## config.mk

```make
export PLATFORM = sky130hd
export DESIGN_NAME = result_fifo_flat
export DESIGN_NICKNAME = d
export VERILOG_FILES = /design/src/rtl/result_pkg.sv /design/src/rtl/result_fifo_if.sv /design/src/rtl/mod_counter.sv /design/src/rtl/result_fifo.sv /design/src/flat_wrapper.sv
export SDC_FILE = /design/constraint.sdc
export NUM_CORES = 1
export LEC_CHECK = 0
export ABC_AREA = 1
export BUFFER_PORTS_ARGS = -buffer_cell sky130_fd_sc_hd__buf_2
export CAP_MARGIN = 20
export CORE_MARGIN = 3
export CORE_UTILIZATION = 51
export DETAILED_ROUTE_END_ITERATION = 12
export PLACE_DENSITY_LB_ADDON = 0.3
export SKIP_LAST_GASP = 1
export SYNTH_ARGS = -nofsm -noshare
export SYNTH_HDL_FRONTEND = slang
export SYNTH_SLANG_ARGS = --single-unit
export TNS_END_PERCENT = 20
```

## constraint.sdc

```tcl
create_clock -name clk -period 2.93 [get_ports clk]
set_clock_uncertainty 0.1 [all_clocks]
set_input_delay 0.4395 -clock clk [delete_from_list [all_inputs] [get_ports clk]]
set_output_delay 0.4395 -clock clk [all_outputs]
set_load 0.01 [all_outputs]
```

## src/rtl/result_pkg.sv

```systemverilog
// result_pkg: shared defaults and the stored entry layout for result_fifo.
package result_pkg;
   localparam int DATA_W  = 16;
   localparam int DEPTH   = 4;
   localparam int VEC_LEN = 3;
   typedef struct packed {
      logic [DATA_W-1:0] data;
      logic              last;
   } entry_t;
endpackage

```

## src/rtl/result_fifo_if.sv

```systemverilog
// result_fifo_if: handshake bundle between the upstream datapath, the FIFO and its consumer.
interface result_fifo_if #(
   parameter int DATA_W = result_pkg::DATA_W,
   parameter int DEPTH  = result_pkg::DEPTH
);
   logic [DATA_W-1:0]      in_data;
   logic                   in_valid;
   logic                   in_ready;
   logic                   flush;
   logic [DATA_W-1:0]      out_data;
   logic                   out_last;
   logic                   out_valid;
   logic                   out_ready;
   logic [$clog2(DEPTH):0] count;
   modport master (
      output in_data, in_valid, flush, out_ready,
      input  in_ready, out_data, out_last, out_valid, count
   );
   modport slave (
      input  in_data, in_valid, flush, out_ready,
      output in_ready, out_data, out_last, out_valid, count
   );
endinterface

```

## src/rtl/mod_counter.sv

```systemverilog
// mod_counter: modulo-N up counter with synchronous clear; wrap is high at the terminal value N-1.
module mod_counter #(
   parameter  int N = 4,
   localparam int W = (N > 1) ? $clog2(N) : 1
) (
   input  logic         clk,
   input  logic         rst,
   input  logic         clr,
   input  logic         en,
   output logic [W-1:0] value,
   output logic         wrap
);
   logic [W-1:0] r_value;
   assign value = r_value;
   assign wrap  = r_value == W'(N - 1);
   always_ff @(posedge clk or posedge rst)
      if (rst) r_value <= '0;
      else if (clr) r_value <= '0;
      else if (en) r_value <= wrap ? '0 : r_value + 1'b1;
endmodule

```

## src/rtl/result_fifo.sv

```systemverilog
// result_fifo: flop-array FIFO for accumulator results that tags the final element of each vector.
// Occupancy comes from pointer difference, with one phase bit per pointer toggled on each wrap.
module result_fifo #(
   parameter int DATA_W  = result_pkg::DATA_W,
   parameter int DEPTH   = result_pkg::DEPTH,
   parameter int VEC_LEN = result_pkg::VEC_LEN
) (
   input logic          clk,
   input logic          rst,
   result_fifo_if.slave bus
);
   import result_pkg::*;
   localparam int AW = $clog2(DEPTH);
   localparam int VW = (VEC_LEN > 1) ? $clog2(VEC_LEN) : 1;
   entry_t        r_mem [DEPTH];
   logic [AW-1:0] w_rd_ptr, w_wr_ptr;
   logic          w_rd_wrap, w_wr_wrap, w_vpos_wrap;
   logic [VW-1:0] w_vpos_unused;
   logic          r_rd_phase, r_wr_phase;
   logic          w_push, w_pop;
   assign w_push        = bus.in_valid & bus.in_ready & ~bus.flush;
   assign w_pop         = bus.out_valid & bus.out_ready & ~bus.flush;
   assign bus.count     = {r_wr_phase, w_wr_ptr} - {r_rd_phase, w_rd_ptr};
   assign bus.in_ready  = bus.count != (AW + 1)'(DEPTH);
   assign bus.out_valid = bus.count != '0;
   assign bus.out_data  = r_mem[w_rd_ptr].data;
   assign bus.out_last  = bus.out_valid & r_mem[w_rd_ptr].last;
   mod_counter #(.N(DEPTH)) u_rd_ptr (
      .clk(clk), .rst(rst), .clr(bus.flush), .en(w_pop), .value(w_rd_ptr), .wrap(w_rd_wrap)
   );
   mod_counter #(.N(DEPTH)) u_wr_ptr (
      .clk(clk), .rst(rst), .clr(bus.flush), .en(w_push), .value(w_wr_ptr), .wrap(w_wr_wrap)
   );
   mod_counter #(.N(VEC_LEN)) u_vpos (
      .clk(clk), .rst(rst), .clr(bus.flush), .en(w_push), .value(w_vpos_unused), .wrap(w_vpos_wrap)
   );
   always_ff @(posedge clk or posedge rst)
      if (rst) begin
         r_rd_phase <= 1'b0;
         r_wr_phase <= 1'b0;
      end else if (bus.flush) begin
         r_rd_phase <= 1'b0;
         r_wr_phase <= 1'b0;
      end else begin
         if (w_pop && w_rd_wrap) r_rd_phase <= ~r_rd_phase;
         if (w_push && w_wr_wrap) r_wr_phase <= ~r_wr_phase;
      end
   // storage is deliberately left unreset; out_last is gated so stale bits never leak
   always_ff @(posedge clk)
      if (w_push) r_mem[w_wr_ptr] <= '{data: bus.in_data, last: w_vpos_wrap};
endmodule

```

## src/flat_wrapper.sv

```systemverilog
// flat-port wrapper written by rule: the top's interface ports become plain ports
module result_fifo_flat import result_pkg::*;
#(
   parameter int DATA_W  = result_pkg::DATA_W,
   parameter int DEPTH   = result_pkg::DEPTH,
   parameter int VEC_LEN = result_pkg::VEC_LEN
)
  (clk, rst, bus_in_data, bus_in_valid, bus_flush, bus_out_ready, bus_in_ready, bus_out_data, bus_out_last, bus_out_valid, bus_count);
  result_fifo_if #(.DATA_W(DATA_W), .DEPTH(DEPTH)) bus_i ();
  input logic clk;
  input logic rst;
  input wire logic [$bits(bus_i.in_data)-1:0] bus_in_data;
  input wire logic [$bits(bus_i.in_valid)-1:0] bus_in_valid;
  input wire logic [$bits(bus_i.flush)-1:0] bus_flush;
  input wire logic [$bits(bus_i.out_ready)-1:0] bus_out_ready;
  output wire logic [$bits(bus_i.in_ready)-1:0] bus_in_ready;
  output wire logic [$bits(bus_i.out_data)-1:0] bus_out_data;
  output wire logic [$bits(bus_i.out_last)-1:0] bus_out_last;
  output wire logic [$bits(bus_i.out_valid)-1:0] bus_out_valid;
  output wire logic [$bits(bus_i.count)-1:0] bus_count;
  assign bus_i.in_data = bus_in_data;
  assign bus_i.in_valid = bus_in_valid;
  assign bus_i.flush = bus_flush;
  assign bus_i.out_ready = bus_out_ready;
  assign bus_in_ready = bus_i.in_ready;
  assign bus_out_data = bus_i.out_data;
  assign bus_out_last = bus_i.out_last;
  assign bus_out_valid = bus_i.out_valid;
  assign bus_count = bus_i.count;
  result_fifo #(.DATA_W(DATA_W), .DEPTH(DEPTH), .VEC_LEN(VEC_LEN)) u_core (.clk(clk), .rst(rst), .bus(bus_i));
endmodule
```

[Word-level counts from Yosys, hierarchy flattened]
Memories as Yosys holds them, arrays and structs flattened.
Index checks and enable logic that the tools add are counted.
Word-level totals
  register bits: 8
  memory bits (writable): 68
  output and inout bits: 22
  memories kept: 1
Memories
  u_core.r_mem: words 4, width 17, rd ports 1, clocked after memory_dff 0, wr ports 1, line result_fifo.sv:15  | entry_t r_mem [DEPTH];
Cells by class
  $add $sub $neg: 4
  equality and inequality tests: 4
  muxes and demuxes: 15
  bitwise gates (word level): 8
  reduce and logical (&&, ||, !) cells: 7
Operators with widths (count)
  $mux W2: 9
  $reduce_bool A2 Y1: 4
  $add A2 B1 Y2 const B: 3
  $eq A2 B2 Y1 const B: 3
  $mux W1: 6
  $and A1 B1 Y1: 5
  $ne A3 B3 Y1 const B: 1
  $not A1 Y1: 3
  $reduce_bool A3 Y1: 1
  $sub A3 B3 Y3: 1
  $logic_and A1 B1 Y1: 2

[Longest topological paths before layout]
Gate-level depths: netlist of the first run.
  depth in word-level cells: 7
  mapped depth: 13

[By module]
Synthesis of the first run repeated with hierarchy kept, for this count alone.
Second synthesis, totals
  cell total of the unflattened synthesis: 260
  area total of the unflattened synthesis: 3120.5 um^2
Modules (own cells, without submodules)
  result_fifo: times used 1, cells each 218, area each 2806.4 um^2, sequential area each 2092.0 um^2
  mod_counter (u_core.u_rd_ptr ...): times used 2, cells each 13, area each 103.8 um^2, sequential area each 50.0 um^2
  mod_counter (u_core.u_vpos): times used 1, cells each 16, area each 106.4 um^2, sequential area each 50.0 um^2

[Least setup slack after synthesis of the first run]
No wires, ideal clock.
  path type: register -> register
  start: register u_core.u_wr_ptr.r_value[0], in the netlist u_core.u_wr_ptr.value[0]
  end: memory u_core.r_mem[2][0] (netlist bit) (enable)
  arrival: 2.410 ns
  path slack: 0.029 ns
  cell stages (with the launch flop): 13
  path buffers: 0
  cell sequence: dfrtp_1 > inv_1 > ha_1 > fa_1 > inv_2 > nand2_1 > nand2_1 > nand2_2 > nand3_4 > nand2_4 > nor2_4 > inv_2 > nor2_1
Between the ends
  cells in the longest elaborated chain, start to end: 6
Ends and longest elaborated chain
  from (decl): line mod_counter.sv:13  | logic [W-1:0] r_value;
  from (signal assigned): line mod_counter.sv:19  | else if (en) r_value <= wrap ? '0 : r_value + 1'b1;
  $sub A3 B3 Y3: line result_fifo.sv:23  | assign bus.count = {r_wr_phase, w_wr_ptr} - {r_rd_phase, w_rd_ptr};
  $ne A3 B3 Y1: line result_fifo.sv:24  | assign bus.in_ready = bus.count != (AW + 1)'(DEPTH);
  named net bus_in_ready: line flat_wrapper.sv:16  | output wire logic [$bits(bus_i.in_ready)-1:0] bus_in_ready;
  $and A1 B1 Y1 (2 in series): line result_fifo.sv:21  | assign w_push = bus.in_valid & bus.in_ready & ~bus.flush;
  $mux W1: line result_fifo.sv:50  | if (w_push) r_mem[w_wr_ptr] <= '{data: bus.in_data, last: w_vpos_wrap};
  $mux W1 (implied by the code): line result_fifo.sv:50
  to (decl): line result_fifo.sv:15
The timed path passes the listed nets, and every way through them passes these cells.

[Final worst setup path of the first run]
  start: register u_core.u_wr_ptr.r_value[0], in the netlist u_core.u_wr_ptr.value[0]
  end: output port bus_out_last
Between the ends
  cells in the longest elaborated chain, start to end: 3
Ends and longest elaborated chain
  $sub A3 B3 Y3: line result_fifo.sv:23
  $reduce_bool A3 Y1: line result_fifo.sv:25  | assign bus.out_valid = bus.count != '0;
  $and A1 B1 Y1: line result_fifo.sv:27  | assign bus.out_last = bus.out_valid & r_mem[w_rd_ptr].last;
  to (decl): line flat_wrapper.sv:18  | output wire logic [$bits(bus_i.out_last)-1:0] bus_out_last;
No other way between the ends.

==> results of run 1 <==
what timing repair did:
item / CTS / global route
setup buffers: 0 / 0
gates resized for setup: 0 / 0
hold endpoints to repair: 8 / 0
hold buffers: 1 / 0
worst reg2reg max path, cell delays in order, from the launching register on:
cell and delay (ps):
dfrtp_1 410, inv_1 110, ha_1 220, fa_1 420, inv_2 80, nand2_1 70
nand2_1 90, nand2_2 60, nand3_4 80, nand2_4 70, nor2_4 140, inv_2 80
nor2_2 110, buf_4 210
worst paths after layout:
kind                                     startpoint                        to  slack [ps]  depth (start not counted)
setup / recovery           u_core.u_wr_ptr.value[0]              bus_out_last         250                          9
hold / removal                      bus_in_data[14]       u_core.r_mem[2][15]         210                          1
setup reg to reg           u_core.u_wr_ptr.value[0]       u_core.r_mem[0][12]         370                         13
hold reg to reg              u_core.u_vpos.value[0]    u_core.u_vpos.value[0]         420                          2
max in group asynchronous                       rst         u_core.r_wr_phase        2010                          3
min in group asynchronous                       rst  u_core.u_wr_ptr.value[1]         480                          3
logic make-up (layout without fill, tap and decap cells):
kind of cell,Yosys count,count (layout)
and+or+nand+nor,79,79
DFF,76,76
AOI/OAI and AO/OA,55,55
buffers and inverters,31,90
adders and majority gates,7,7
layout make-up:
type | instances | area [µm²] | share of cell area (%)
timing repair buffer | 52 | 288 | 7.84
tap | 72 | 90.1 | 2.46
inverter | 22 | 82.6 | 2.25
multi-input combinational | 141 | 764 | 20.8
clock inverter | 5 | 50.0 | 1.36
clock buffer | 11 | 151 | 4.13
sequential | 76 | 2240 | 61.1
routing by layer:
layer	track usage [%]	share of wire, %
met1	24.9	44
met5	0	0
met2	27.1	48
met4	7.89	1.3
met3	5.20	6.0
synth_stat cells (2+ instances only):
cell type,n,area share [%]
buf_2,3,0.48
clkbuf_1,6,0.72
dfrtp_1,8,6.4
edfxtp_1,68,65
ha_1,6,2.4
inv_1,17,2.0
inv_2,5,0.60
nand2_1,20,2.4
nand2_2,4,0.80
nand3_1,5,0.80
nand3_2,3,0.96
nand4_1,2,0.40
nor2_1,42,5.1
o21ai_0,34,5.5
o21ai_1,4,0.64
o22ai_1,17,3.4
registers in the layout, summed over array words and instances, names as in the netlist:
signal / count
u_core.u_wr_ptr.value: 2
u_core.r_rd_phase: 1
u_core.r_mem: 68
u_core.u_vpos.value: 2
u_core.u_rd_ptr.value: 2
u_core.r_wr_phase: 1
power groups by stage:
stage | logic, mW | registers, mW | clock network (mW)
global placement | 0.904 | 1.33 | 0
detailed placement | 0.918 | 1.33 | 0
floorplan | 0.582 | 1.33 | 0
CTS | 0.924 | 1.31 | 0.807
finish | 0.910 | 1.31 | 0.790
global route | 1.02 | 1.32 | 0.859
placed cells by master, fill, tap and decap left out, drive strengths merged:
| master | netlist | layout |
|---|---|---|
| bufinv | 0 | 1 |
| nand4 | 2 | 2 |
| fa | 1 | 1 |
| nor2 | 43 | 43 |
| o21ai | 38 | 38 |
| buf | 3 | 51 |
| o22ai | 17 | 17 |
| clkinv | 0 | 4 |
| dfrtp | 8 | 8 |
| edfxtp | 68 | 68 |
| nand3 | 9 | 9 |
| clkbuf | 6 | 11 |
| ha | 6 | 6 |
| nand2 | 25 | 25 |
| inv | 22 | 22 |
| dlygate4sd3 | 0 | 1 |
==> results.md, run 1 <==
* Status: finished clean
* Sequential Power Share at 43.5%
* CTS max path bufs at 2
* CP max FO at 4
* Pre-antenna DRT Iters at 4
* DRT iter0 DRCs at 169
* First-pass GRT wire length at 9.85 mm
* CTS tree: yes
* Synthesized area per cell at 12.6 µm²
* Setup crit end kind: output pin
* Crit-path max cell delay at about 500 ps
* DRT antenna net count at 0
* NumNets Final at 330
* WL per Instance at 15.6 µm
* DP HPWL at 3.86 mm
* Peak Freq at between 300 and 400 MHz
* Largest family of logic cells by synthesized area: simple AND/OR/NAND/NOR gates
* Post-synthesis simple-gate area fraction at 11.7%
* DRT Wirelength at 5.92 mm
* Global Route Usage Sum at 18.1%
* Die Area at 0.00709 mm²
* Synth Area in Compound Gates at 9.51%
* Unrepaired setup endpoints after global routing: false
* Post-Synth XOR/XNOR Area at 0%
* Placer Congestion at 0.783
* Worst setup SP type: register
* Max-slew violation count at 0
* Synthesized flop and latch total at 76
* CP most frequent cell: inv_1
* Mapped Cells at about 250
* Drt via density at approximately 5.3
* Vias in the first global route at 1977
* Via count at 2007
* P_int at 2.04 mW
* Clock-pin slew on the worst setup and hold paths at 80 ps
* Mapped Nets at 276
* Mux contribution to synthesized area at 0%
* I/O Buffers at 42
* Setup violators final at 0
* Combinational Power Share at 30.2%
* Distinct cells, synth at 20
* DP Worst Slack at 402 ps
* Seq/Total Area, Yosys at 71.9%
* Tcrit/Tclk final at 91.6%
* Sw Pwr at 0.974 mW
* Delay-heaviest family, CP: adder cells
* Htree depth at 3
* Worst min path class: in2reg
* Sum of negative setup slack at 0 ps
* Post-Synth Adder-Cell Area at 3.05%
* Final Non-Filler Cells at 379
* CTS Buf Count at 9
* Pin count of the biggest net entering global routing at 37
* Crit-path slowest cell: fa_1
* Clk root buf: clkbuf_8
* Relative slew margins at 62.5%
* TritonCTS sink count at 76
* DR DRC count at 0
* N_diodes at 0
* Clock latency at the later pin of the worst-skew pair at between 300 and 400 ps
* Critical Path AT at 2140 ps
* # fillers at roughly 430
* Yosys warns at 0
* Post-synth EDFFs at 68
* Placed cells at 362
* Fin crit period at 2680 ps
* # rows at 27
* Max-cap violation count at 0
* CP bufs+invs at 4
* Core area at 0.00571 mm²
* Top FF cell, synth: edfxtp_1
* Gr ovfl total at 0
* Finished Core Util at 64.3%
* Slew @ Worst Pin at 562 ps
* DP Area at 0.00346 mm²
* Power Total at 3.01 mW
* Ys async rst share at about a tenth
* Leakage at 1.47 nW
* Post-Syn Area at 0.00312 mm²
* Layout area overhead at 17.6%
* Crit-path cells: inv_1 > ha_1 > fa_1 > nand2_1 > inv_1 > nand3_2 > nand2_1 > inv_1 > buf_2
* Die height at 84.2 µm
* Final Cell Area at 0.00367 mm²
* Peak supply drop at 0.000566 V
* Power density cells at ~800 mW/mm²
* Hold_ws at 212 ps
* Die Span X at roughly 84 µm
* Initial antenna violation count at 0
* Final hold viol count at 0
* Req. time, crit path at between 2000 and 2500 ps
* Clk pwr share at 26.2%
* I/O Pins at 43
* Worst Path Class, Setup: reg2out
* Initial Util at 54.6%
* Sw Ratio at 32.3%
* Share of cells above drive strength 1 at 27.7%
* PnR worst setup slack at approximately 250 ps
Note: power is estimated with default switching activity, not from simulation.
==> inputs of run 2 (changes only) <==
--- a/config.mk
+++ b/config.mk
@@ -9,4 +9,5 @@
 export BUFFER_PORTS_ARGS = -buffer_cell sky130_fd_sc_hd__buf_2
 export CAP_MARGIN = 20
+export CORE_ASPECT_RATIO = 0.9
 export CORE_MARGIN = 3
 export CORE_UTILIZATION = 51
--- a/constraint.sdc
+++ b/constraint.sdc
@@ -3,3 +3,3 @@
 set_input_delay 0.4395 -clock clk [delete_from_list [all_inputs] [get_ports clk]]
 set_output_delay 0.4395 -clock clk [all_outputs]
-set_load 0.01 [all_outputs]
+set_load 0.05 [all_outputs]
==> run 2 against run 1 <==
Compared with the run above: sequential power hardly changed; worst hold slack better by 8.7 ps; global-route usage is 0.96 points lower; fmax is 1.1% lower; sequential share of layout area is 1.0 points higher; final area is 1.6% lower; clock power is 22% lower; die area hardly changed; count of clock-buffer cells in the layout is 2 lower; power is 12% higher; critical endpoint unchanged.
==> results.md, run 2 (synthesized netlist as in run 1, its figures left out) <==
* DRT antenna net count at 0
* Fin crit period at about 2700 ps
* TritonCTS sink count at 76
* Sequential Power Share at between 30% and 40%
* NumNets Final at between 300 and 400
* Largest register by flop count: u_core.r_mem
* Critical Path AT at about 2200 ps
* Unrepaired setup endpoints after global routing: false
* Max-slew violation count at 0
* Initial antenna violation count at 0
* I/O Buffers at 42
* Die height at 80.2 µm
* Core area at 0.00579 mm²
* HP Start: bus_in_data[10]
* Hold EP: u_core.r_mem[1][11]
* # rows at 26
* I/O Pins at 43
* Clk pwr share at between 15 and 20%
* Power density cells at slightly above 900 mW/mm²
* Commonest non-fill, non-tap cell in the layout: edfxtp_1
* Drt via density at between 5 and 6
* DRT iter0 DRCs at 145
* Req. time, crit path at 2390 ps
* Sum of negative setup slack at 0 ps
* Worst R2R Start: u_core.u_wr_ptr.value[0]
* Combinational Power Share at between 40% and 50%
* Clk root buf: clkbuf_8
* CTS max path bufs at 2
* Placer Congestion at 0.810
* Global Route Usage Sum at between 15 and 20%
* Slew @ Worst Pin at 424 ps
* Sw Ratio at between 40 and 50%
* Pin count of the biggest net entering global routing at 37
* Worst setup SP type: register
* Final Non-Filler Cells at 375
* Htree depth at 3
* Setup violators final at 0
* Leakage at 1.43 nW
* Setup crit end kind: output pin
* Most frequent cells in the layout: edfxtp_1, nor2_1, buf_2
* Clock latency at the later pin of the worst-skew pair at 330 ps
* Worst Path Class, Setup: reg2out
* P_int at 1.90 mW
* WL per Instance at roughly 15 µm
* CP max FO at 4
* Via count at around 2000
* DRT Wirelength at 5.62 mm
* Worst min path class: in2reg
* Pre-antenna DRT Iters at 4
* Setup slack, reg-to-reg at ~420 ps
* Peak supply drop at 0.000511 V
* Layout area overhead at 15.7%
* Placed cells at 360
* R2r worst-path depth at 13
* Initial Util at 53.9%
* N_diodes at 0
* First-pass GRT wire length at around 8.9 mm
* Final hold viol count at 0
* DR DRC count at 0
* Clock-pin slew on the worst setup and hold paths at around 70 ps
* CTS tree: yes
* R2r endpoint: u_core.r_mem[1][0]
* Peak Freq at 369 MHz
* Gr ovfl total at 0
* Die Area at 0.00709 mm²
* DP HPWL at 3.72 mm
* Vias in the first global route at 1857
* WHS Path Cells at 1
* Tcrit/Tclk final at 92.6%
* Die Span X at 88.4 µm
* Sw Pwr at approximately 1.5 mW
* CTS resizes at 0
* Number of flip-flops in the largest register at just under 70
* Max-cap violation count at 0
* Relative slew margins at 71.7%
* CTS Buf Count at 9
* Share of cells above drive strength 1 at 25.6%
* Status: finished clean
## run 2: cell type report
type	instances	area [µm²]
inverters	22	82.6
clock inverters	4	20.0
well taps	70	87.6
repair buffers	53	295
flip-flops and latches	76	2240
multi-input cells	141	757
clock buffers	9	124
fillers	469	2180
## run 2: what timing repair did
| item | in CTS | in global routing |
|---|---|---|
| endpoints found under the hold margin | 8 | 0 |
| setup buffers | 0 | 1 |
| setup endpoints to repair | 0 | 1 |
| hold buffers | 1 | 0 |
## run 2: metal layers
layer  track usage (%)  vias up  share of wire (%)
met5                 0        -                  0
met4              5.89        0               0.89
met3              5.95        6                4.7
met2              26.7       48                 48
met1              22.6      933                 47
li1                  -      987                  -
## run 2: critical path, stage by stage, from the launching register on
cell and delay (ps):
dfrtp_1 370, inv_1 100, ha_1 220, fa_1 500, nand2_1 50, inv_1 130
nand3_2 140, nand2_1 100, inv_1 40, buf_2 200
## run 2: worst max path at each step
| stage | start | to | slack (ps) | cells past startpoint |
|---|---|---|---|---|
| 2_1_floorplan | u_core.u_wr_ptr.value[0] | u_core.r_mem[2][0] | -70 | 12 |
| 3_3_place_gp | u_core.u_wr_ptr.value[0] | u_core.r_mem[1][9] | 460 | 13 |
| 5_1_grt | u_core.u_wr_ptr.value[0] | bus_out_last | 40 | 9 |
| 3_5_place_dp | u_core.u_wr_ptr.value[0] | u_core.r_mem[1][9] | 360 | 13 |
| 6_report | u_core.u_wr_ptr.value[0] | bus_out_last | 220 | 9 |
| 4_1_cts | u_core.u_wr_ptr.value[0] | bus_out_last | 140 | 9 |
## run 2: per-stage QoR
stage	setup slack, ps	power (mW)	area, µm²	hold slack (ps)	utilization [%]
2_1_floorplan	-74.0	2.44	3120	155	-
3_3_place_gp	463	2.77	3450	306	59.5
3_5_place_dp	362	2.78	3450	311	59.5
4_1_cts	142	3.39	3600	208	62.2
5_1_grt	41.9	3.56	3610	208	62.3
6_report	217	3.37	3610	221	62.3
## run 2: power by group through the flow
stage               combinational, mW  clock, mW  sequential (mW)
finish                           1.44      0.616             1.31
global route                     1.57      0.681             1.32
CTS                              1.45      0.628             1.31
detailed placement               1.44          0             1.33
global placement                 1.44          0             1.33
floorplan                        1.11          0             1.33
==> inputs of run 3 (changes only) <==
CORE_UTILIZATION = 39   (was 51)
==> run 3 against run 2 <==
Compared with the run above: fmax shrank 1.3%; via count is 0.51% higher; wire length increased by 6.4%; sequential cell count stayed put; largest power group unchanged; highest routed layer unchanged.
==> results.md, run 3 (synthesized netlist as in run 1, its figures left out) <==
* Status: finished clean
* Gr ovfl total at 0
* CP most frequent cell: inv_1
* DP Area at 0.00347 mm²
* Hold_ws at between 200 and 250 ps
* Share of cells above drive strength 1 at 26.4%
* Peak supply drop at around 0.0005 V
* GR peak layer: met2
* I/O Buffers at 42
* N_diodes at 0
* Drt via density at 4.92
* Met3 Track Usage GR at around 3.9%
* Critical Path AT at around 2200 ps
* CTS max path bufs at 2
* Relative slew margins at 70.2%
* DRT iter0 DRCs at 117
* Setup violators final at 0
* Unrepaired setup endpoints after global routing: false
* Max-slew violation count at 0
* CP bufs+invs at 4
* Via count at 1984
* # rows at 30
* WL per Instance at 14.8 µm
* Delay-heaviest family, CP: adder cells
* Initial antenna violation count at 0
* Die Area at 0.00911 mm²
* NumNets Final at 330
* Clock-pin slew on the worst setup and hold paths at 80 ps
* Htree depth at 3
* Peak Freq at 364 MHz
* Leakage at ~1.5 nW
* Global Route Usage Sum at 13.9%
* Power density cells at 987 mW/mm²
* Setup crit end kind: output pin
* Slew @ Worst Pin at 447 ps
* TritonCTS sink count at 76
* WHS Path Cells at 1
* Final Cell Area at 0.00373 mm²
* Number of flip-flops in the largest register at 68
* Worst Path Class, Setup: reg2out
* DRT antenna net count at 0
* Crit-path slowest cell: fa_1
* Worst R2R Start: u_core.u_wr_ptr.value[0]
* Final hold viol count at 0
* R2r endpoint: u_core.r_mem[0][7]
* Crit-path max cell delay at 500 ps
* Most frequent cells in the layout: edfxtp_1, nor2_1, buf_2
* Layout area overhead at 19.6%
* Worst setup SP type: register
* Largest register by flop count: u_core.r_mem
* Placer Congestion at 0.798
* DR DRC count at 0
* First-pass GRT wire length at 9.83 mm
* Setup slack, reg-to-reg at roughly 410 ps
* DP HPWL at 3.89 mm
* Die Span X at between 100 and 150 µm
* DRT Wirelength at roughly 6.0 mm
* Pin count of the biggest net entering global routing at 37
* Commonest non-fill, non-tap cell in the layout: edfxtp_1
* CP max FO at 4
* # fillers at about 700
* R2r worst-path depth at 13
* Req. time, crit path at 2390 ps
* Clk root buf: clkbuf_8
* Fin crit period at 2750 ps
* Clock latency at the later pin of the worst-skew pair at between 300 and 400 ps
* Initial Util at 40.7%
* HP Start: bus_in_data[13]
* CTS Buf Count at 9
* Total area of sequential cells at 0.00224 mm²
* Pre-antenna DRT Iters at 4
* Met2 GRT Util at a little under a quarter
* CTS resizes at 0
* Crit-path cells: inv_1 > ha_1 > fa_1 > nand2_1 > inv_1 > nand3_2 > nand2_1 > inv_1 > buf_2
* Worst min path class: in2reg
* Die height at 90.8 µm
* CTS tree: yes
* Max-cap violation count at 0
* Hold EP: u_core.r_mem[3][14]
* Tcrit/Tclk final at 93.8%
* Core area at 0.00766 mm²
* Multi-input gate area at between 700 and 800 µm²
* Global Route met1 Usage at 17.3%
* I/O Pins at 43
* Vias in the first global route at around 2000
-- run 3: cell count changes in the layout (fill, tap and decap cells not counted), sizes merged --
cell	change
buf	-1
clkbuf	+1
bufinv	+3
clkinvlp	-1
-- run 3: worst max path at each step --
stage,startpoint,cells after the start,slack (ps),end
5_1_grt,u_core.u_wr_ptr.value[0],9,30,bus_out_last
4_1_cts,u_core.u_wr_ptr.value[0],9,110,bus_out_last
6_report,u_core.u_wr_ptr.value[0],9,180,bus_out_last
2_1_floorplan,u_core.u_wr_ptr.value[0],12,-70,u_core.r_mem[2][0]
3_3_place_gp,u_core.u_wr_ptr.value[0],13,440,u_core.r_mem[0][14]
3_5_place_dp,u_core.u_wr_ptr.value[0],13,370,u_core.r_mem[0][5]
-- run 3: repair_timing --
item / CTS / global route
endpoints found under the hold margin: 8 / 0
setup endpoints to repair: 0 / 1
hold buffers: 1 / 0
setup buffers: 0 / 1
-- run 3: cell type report --
class                      count  area share, %
clock buffer                  10           3.42
clock inverter                 6           3.02
inverter                      22           2.21
multi-input combinational    141           20.3
sequential                    76           60.1
tap                           96           3.22
timing repair buffer          52           7.72
-- run 3: metal layers --
metal | vias up | part of all wire [%]
met5 | - | 0
met4 | 0 | 1.7
met3 | 9 | 3.2
met2 | 37 | 51
met1 | 946 | 44
li1 | 992 | -
-- run 3: stage by stage --
step / setup TNS [ps] / power, mW / setup slack (ps) / util (%) / instances
floorplan: -3770 / 2.44 / -74.0 / - / 248
global placement: 0 / 2.78 / 439 / 45.3 / 385
detailed placement: 0 / 2.79 / 371 / 45.3 / 385
CTS: 0 / 3.72 / 107 / 48.6 / 402
global route: 0 / 3.89 / 30.2 / 48.7 / 403
finish: 0 / 3.68 / 182 / 48.7 / 403
-- run 3: power by group --
group / leakage (nW) / internal [mW] / total [mW] / switching, mW
Combinational: 0.630 / 0.334 / 1.44 / 1.11
Sequential: 0.727 / 1.28 / 1.31 / 0.0304
Clock: 0.120 / 0.567 / 0.929 / 0.362
